--- config.mk ---
export PLATFORM = sky130hd
export DESIGN_NAME = dcache_harness_bridge
export DESIGN_NICKNAME = d
export VERILOG_FILES = /design/src/rtl/dcache_harness_bridge.sv
export SDC_FILE = /design/constraint.sdc
export NUM_CORES = 2
export LEC_CHECK = 0
export ABC_CLOCK_PERIOD_IN_PS = 3050
export BUFFER_PORTS_ARGS = -buffer_cell sky130_fd_sc_hd__buf_2
export CORE_AREA = 2 2 350 352
export CTS_CLUSTER_SIZE = 40
export DETAILED_ROUTE_END_ITERATION = 7
export DIE_AREA = 0 0 352 354
export GPL_ROUTABILITY_DRIVEN = 0
export HOLD_SLACK_MARGIN = 0.12
export SYNTH_ARGS = -nofsm -noshare
export SYNTH_HDL_FRONTEND = slang
export SYNTH_SLANG_ARGS = --single-unit
--- constraint.sdc ---
create_clock -name clk_i -period 3.05 [get_ports clk_i]
set_input_delay 0.4575 -clock clk_i [delete_from_list [all_inputs] [get_ports clk_i]]
set_output_delay 0.4575 -clock clk_i [all_outputs]
set_load 0.1 [all_outputs]
--- src/rtl/dcache_harness_bridge.sv ---
// Bridge between the pipeline's flattened dcache port and a stallable test harness:
// request FIFO, in-flight limit, registered responses, protocol error flag, boot redirect.
package dcache_harness_bridge_pkg;
   typedef enum logic [3:0] {
      MEM_LOAD  = 4'd0,
      MEM_STORE = 4'd1,
      MEM_AMO   = 4'd2,
      MEM_LR    = 4'd3,
      MEM_SC    = 4'd4,
      MEM_FENCE = 4'd5
   } mem_op_e;

   typedef struct packed {
      logic        valid;
      logic [63:0] cause;
      logic [63:0] tval;
   } exception_t;
endpackage

module dcache_harness_bridge
   import dcache_harness_bridge_pkg::*;
#(
   parameter int unsigned     XLEN            = 64,
   parameter int unsigned     FIFO_DEPTH      = 4,
   parameter int unsigned     MAX_OUTSTANDING = 8,
   parameter int unsigned     BOOT_DELAY      = 4,
   parameter logic [XLEN-1:0] RESET_PC        = 64'h8000_0000,
   localparam int unsigned    P               = 3*XLEN + $bits(mem_op_e) + 13
) (
   input  logic             clk_i,
   input  logic             rst_ni,
   input  logic             p_req_valid,
   output logic             p_req_ready,
   input  logic [P-1:0]     p_req_payload,
   output logic             p_resp_valid,
   output logic [XLEN-1:0]  p_resp_value,
   output logic             p_ex_valid,
   output exception_t       p_ex_exception,
   output logic             h_req_valid,
   input  logic             h_req_ready,
   output logic [P-1:0]     h_req_payload,
   input  logic             h_resp_valid,
   input  logic [XLEN-1:0]  h_resp_value,
   input  logic             h_ex_valid,
   input  exception_t       h_ex_exception,
   output logic             redirect_valid_o,
   output logic [XLEN-1:0]  redirect_pc_o,
   output logic [7:0]       outstanding_o,
   output logic             err_o
);

   localparam int unsigned AW = $clog2(FIFO_DEPTH);
   localparam int unsigned CW = $clog2(BOOT_DELAY + 1);
   localparam logic [AW:0]   PTR_ONE   = 1;
   localparam logic [CW-1:0] CNT_ONE   = 1;
   localparam logic [CW-1:0] CNT_LAST  = CW'(BOOT_DELAY - 1);
   localparam logic [7:0]    OUT_ONE   = 8'd1;
   localparam logic [7:0]    OUT_LIMIT = 8'(MAX_OUTSTANDING);

   typedef enum logic [1:0] {
      BOOT_WAIT  = 2'd0,
      BOOT_REDIR = 2'd1,
      RUN        = 2'd2
   } boot_state_e;

   boot_state_e   state_q, state_d;
   logic [CW-1:0] cnt_q, cnt_d;

   logic [P-1:0]  mem_q [FIFO_DEPTH];
   logic [AW:0]   wptr_q, rptr_q;
   logic          fifo_empty, fifo_full;
   logic          push, pop;

   logic [7:0]    out_q, out_d;
   logic          completion, drop, retire;
   logic          resp_fwd, ex_fwd;

   // Boot sequencer: BOOT_DELAY cycles of wait, one redirect cycle, then RUN forever.
   always_ff @(posedge clk_i or negedge rst_ni) begin
      if (!rst_ni) begin
         state_q <= BOOT_WAIT;
         cnt_q   <= '0;
      end else begin
         state_q <= state_d;
         cnt_q   <= cnt_d;
      end
   end

   always_comb begin
      state_d          = state_q;
      cnt_d            = cnt_q;
      redirect_valid_o = 1'b0;
      unique case (state_q)
         BOOT_WAIT: begin
            if (cnt_q == CNT_LAST) state_d = BOOT_REDIR;
            else                   cnt_d   = cnt_q + CNT_ONE;
         end
         BOOT_REDIR: begin
            redirect_valid_o = 1'b1;
            state_d          = RUN;
         end
         RUN:     state_d = RUN;
         default: state_d = BOOT_WAIT;
      endcase
   end

   assign redirect_pc_o = RESET_PC;

   // Pointers carry one extra wrap bit so full and empty are distinguishable.
   assign fifo_empty = (wptr_q == rptr_q);
   assign fifo_full  = (wptr_q[AW] != rptr_q[AW]) && (wptr_q[AW-1:0] == rptr_q[AW-1:0]);

   assign p_req_ready   = (state_q == RUN) && !fifo_full && (out_q < OUT_LIMIT);
   assign push          = p_req_valid && p_req_ready;
   assign h_req_valid   = !fifo_empty;
   assign h_req_payload = mem_q[rptr_q[AW-1:0]];
   assign pop           = h_req_valid && h_req_ready;

   always_ff @(posedge clk_i or negedge rst_ni) begin
      if (!rst_ni) begin
         wptr_q <= '0;
         rptr_q <= '0;
         for (int unsigned i = 0; i < FIFO_DEPTH; i++) mem_q[i] <= '0;
      end else begin
         if (push) begin
            mem_q[wptr_q[AW-1:0]] <= p_req_payload;
            wptr_q                <= wptr_q + PTR_ONE;
         end
         if (pop) rptr_q <= rptr_q + PTR_ONE;
      end
   end

   // A completion with nothing in flight is dropped unless it pairs with a same-cycle accept.
   assign completion = h_resp_valid || h_ex_valid;
   assign drop       = completion && (out_q == '0) && !push;
   assign retire     = completion && !drop;
   assign resp_fwd   = h_resp_valid && !h_ex_valid && !drop;
   assign ex_fwd     = h_ex_valid && !drop;

   always_comb begin
      out_d = out_q;
      unique case ({push, retire})
         2'b10:   out_d = out_q + OUT_ONE;
         2'b01:   out_d = out_q - OUT_ONE;
         default: out_d = out_q;
      endcase
   end

   always_ff @(posedge clk_i or negedge rst_ni) begin
      if (!rst_ni) begin
         out_q          <= '0;
         err_o          <= 1'b0;
         p_resp_valid   <= 1'b0;
         p_resp_value   <= '0;
         p_ex_valid     <= 1'b0;
         p_ex_exception <= '0;
      end else begin
         out_q        <= out_d;
         p_resp_valid <= resp_fwd;
         p_ex_valid   <= ex_fwd;
         if (resp_fwd) p_resp_value   <= h_resp_value;
         if (ex_fwd)   p_ex_exception <= h_ex_exception;
         if ((h_resp_valid && h_ex_valid) || drop) err_o <= 1'b1;
      end
   end

   assign outstanding_o = out_q;

endmodule

==> reports/qor.csv <==
stage,metric,value,unit
timing,final setup violation count,0,
timing,Layout Skew,0.0481,ns
route,DRC,0,
cts,CTS tree,yes,
power,peak supply drop,0.000755,V
global_routing,Global Route Usage Sum,19.6,%
die,IO Count,888,
setup_path,Crit Path Class,reg2out,
timing,Highest Clock Rate,336,MHz
synthesis,"area leader, netlist",dfrtp_1,
placed_design,Cell Count Post-Placement,5028,
global_routing,largest net degree at the start of global routing,110,
die,Core Region,121000,µm²
synthesis,Synth Instances,2626,
die,row count,128,
cts,clk slew on worst S/H paths,0.06,ns
route,routed length per placed instance,21.7,µm
setup_path,"Req. time, crit path",2.59,ns
synthesis,syn avg cell area,17.3,µm²
die,die height,354,µm
die,Initial Utilization,37.5,%
cts,"Clk Latency, worst-skew pair",0.73,ns
cts,CTS buffer count,114,
timing,RSZ-0062 raised after global routing,yes,
power,pwr/cell area,1070,nW/µm²
setup_path,CP max FO,109,
timing,worst slew pin tran,0.857,ns
timing,Final Max Slew Viols,0,
global_routing,initial antenna violation count,12,
timing,endpoints failing hold,0,
final_layout,share of cells above drive strength 1,56.5,%
synthesis,post-synth cell types,40,
cts,Clock Path Buffers,3,
synthesis,Synth Flop Type,dfrtp_1,
route,Antenna Nets Post-Route,0,
route,drt initial violations,1291,
timing,final worst path period share,97.7,%
die,Die W,352,µm
synthesis,most frequent cell after synthesis,dfrtp_1,
setup_path,Worst Setup Start Kind,register,
final_layout,nets@finish,4369,
power,Final Total Pwr,65.8,mW
worst_hold_path,Tightest Hold Check Type,in2async,
final_layout,Storage cell area,26300,µm²
cts,root buf cell,clkbuf_16,
synthesis,commonest cells in the netlist,"1051 x dfrtp_1, 773 x mux2_2, 209 x mux4_2",
timing,min cycle time layout,2.98,ns
global_routing,total grt overflow,0,
placed_design,HPWL Detailed,80000,µm
cts,H-tree depth,3,
synthesis,sequential element share of the synthesized area,58.0,%
route,vias per std cell,4.91,
cts,clk sinks,1051,
setup_path,CP arrival,2.52,ns
synthesis,asr flop ratio synth,100,%
final_layout,Layout area overhead,35.5,%
synthesis,Synth area leaders,"dfrtp_1 58%, mux2_2 19%, mux4_2 10%",
route,total wire length,123000,µm
setup_path,r2r worst-path depth,10,
timing,relative slew slack,42.9,%
placed_design,port bufs,823,
synthesis,yosys warns,0,
synthesis,Mapped Area,45300,µm²
global_routing,vias in the first global route,30400,
synthesis,#FFs+latches synth,1051,
route,drt pass-1 iters,4,
power,P_leak,30.5,nW
final_layout,footprint of the multi-input gates,17900,µm²
final_layout,FILL cells,10100,
global_routing,first-pass GRT wire length,189000,µm
setup_path,crit end category,primary output,
final_layout,Post-Layout Cell Count,5662,
job,Max-Cap Viols,0,
synthesis,Post-synth EDFFs,0,
route,vias post-DR,27800,
setup_path,"reg-to-reg slack, setup",0.15,ns
die,Die ar.,125000,µm²
run_status,status,finished clean,
synthesis,post-synth top area share,58.0,%
-- state kept, by name, indices dropped and copies added, names as in the netlist --
register and cells:
p_ex_valid 1, p_resp_value 64, p_ex_exception 129, wptr_q 3, outstanding_o 8, p_resp_valid 1, state_q 2, rptr_q 3
mem_q 836, err_o 1, cnt_q 3
-- placed cells by master (no fill, tap or decap), types with 4 or more instances in the layout --
master / n
dfrtp_2: 6
mux4_2: 209
mux2_4: 133
clkbuf_16: 120
dlygate4sd3_1: 406
bufinv_16: 10
dfrtp_1: 1041
buf_6: 104
buf_2: 613
o21ai_0: 9
buf_4: 158
buf_16: 14
clkinv_2: 13
inv_1: 10
clkbuf_1: 28
mux2_2: 773
buf_12: 54
ha_1: 17
dfrtp_4: 4
nand2_4: 4
nor2_1: 5
buf_8: 12
mux2_1: 125
diode_2: 6
xor2_1: 4
xnor2_1: 7
clkbuf_8: 32
nand2_1: 11
conb_1: 64
-- kinds of logic (layout without fill, tap and decap cells) --
family	after synthesis	count (layout)	synth area share, %
adder cells (fa/ha/maj)	19	19	0.541
flip-flops	1051	1051	58.0
AO/OA/AOI/OAI	29	29	0.433
multiplexers	1240	1240	37.1
other	2	70	0.0166
buffers and inverters	237	1580	3.27
AND/OR/NAND/NOR	35	35	0.381
XOR/XNOR	13	13	0.251
-- power by group --
| part | total (mW) | internal [mW] | switching [mW] | leakage (nW) |
|---|---|---|---|---|
| clock network | 14.3 | 8.59 | 5.76 | 1.93 |
| registers | 20.4 | 18.3 | 2.09 | 13.9 |
| logic | 31.1 | 10.6 | 20.5 | 14.7 |
| total | 65.8 | 37.4 | 28.3 | 30.5 |
-- worst paths after layout --
| check | from | endpoint |
|---|---|---|
| worst max-delay path | rptr_q[1]$_DFFE_PN0P_ | h_req_payload[130] |
| worst min-delay path | rst_ni | mem_q[214]$_DFFE_PN0P_ |
| worst max register to register | outstanding_o[0]$_DFFE_PN0P_ | outstanding_o[6]$_DFFE_PN0P_ |
| worst min register to register | cnt_q[0]$_DFFE_PN0P_ | cnt_q[0]$_DFFE_PN0P_ |
| max in group asynchronous | rst_ni | mem_q[716]$_DFFE_PN0P_ |
| min in group clk_i | p_req_valid | wptr_q[1]$_DFFE_PN0P_ |
-- layout make-up --
class | count | area share, %
Sequential cell | 1051 | 42.8
Timing Repair Buffer | 1365 | 18.3
Clock buffer | 176 | 5.61
Clock inverter | 29 | 0.780
Tap cell | 1625 | 3.31
Multi-Input combinational cell | 1400 | 29.1
Antenna cell | 6 | 0.0244
Inverter | 10 | 0.0611
-- worst max-delay path, cell delays in order, from the launching register on --
cell,delay (ns)
dfrtp_4,0.48
buf_16,0.39
mux4_2,0.43
buf_4,0.25
-- through the flow --
step	setup slack, ns	TNS [ns]	hold slack, ns	util (%)	cell area (µm²)
floorplan	-0.0363	-0.0613	0.162	-	45600
global placement	-0.0830	-0.130	0.463	42.9	51900
detailed placement	-0.0831	-0.111	0.471	42.9	51900
CTS	-0.0913	-2.74	0.327	50.6	61100
global route	-0.0621	-0.697	0.353	50.8	61400
finish	0.0695	0	0.357	50.8	61400
-- repair_timing --
action / in CTS / in global routing
resized for setup: 290 / 107
endpoints found under the setup margin: 209 / 135
buffers inserted: 6 / 1
hold endpoints to repair: 1113 / 0
pin swaps: 0 / 2
hold buffers: 406 / 0
gates cloned: 10 / 4
-- metal layers --
metal	track usage, %	part of all wire, %	vias up
li1	-	-	12200
met1	24.3	41	14700
met2	33.3	50	682
met3	4.76	5.6	212
met4	6.63	3.2	12
met5	0	0.062	-
Power figures use the tool's default switching activity.
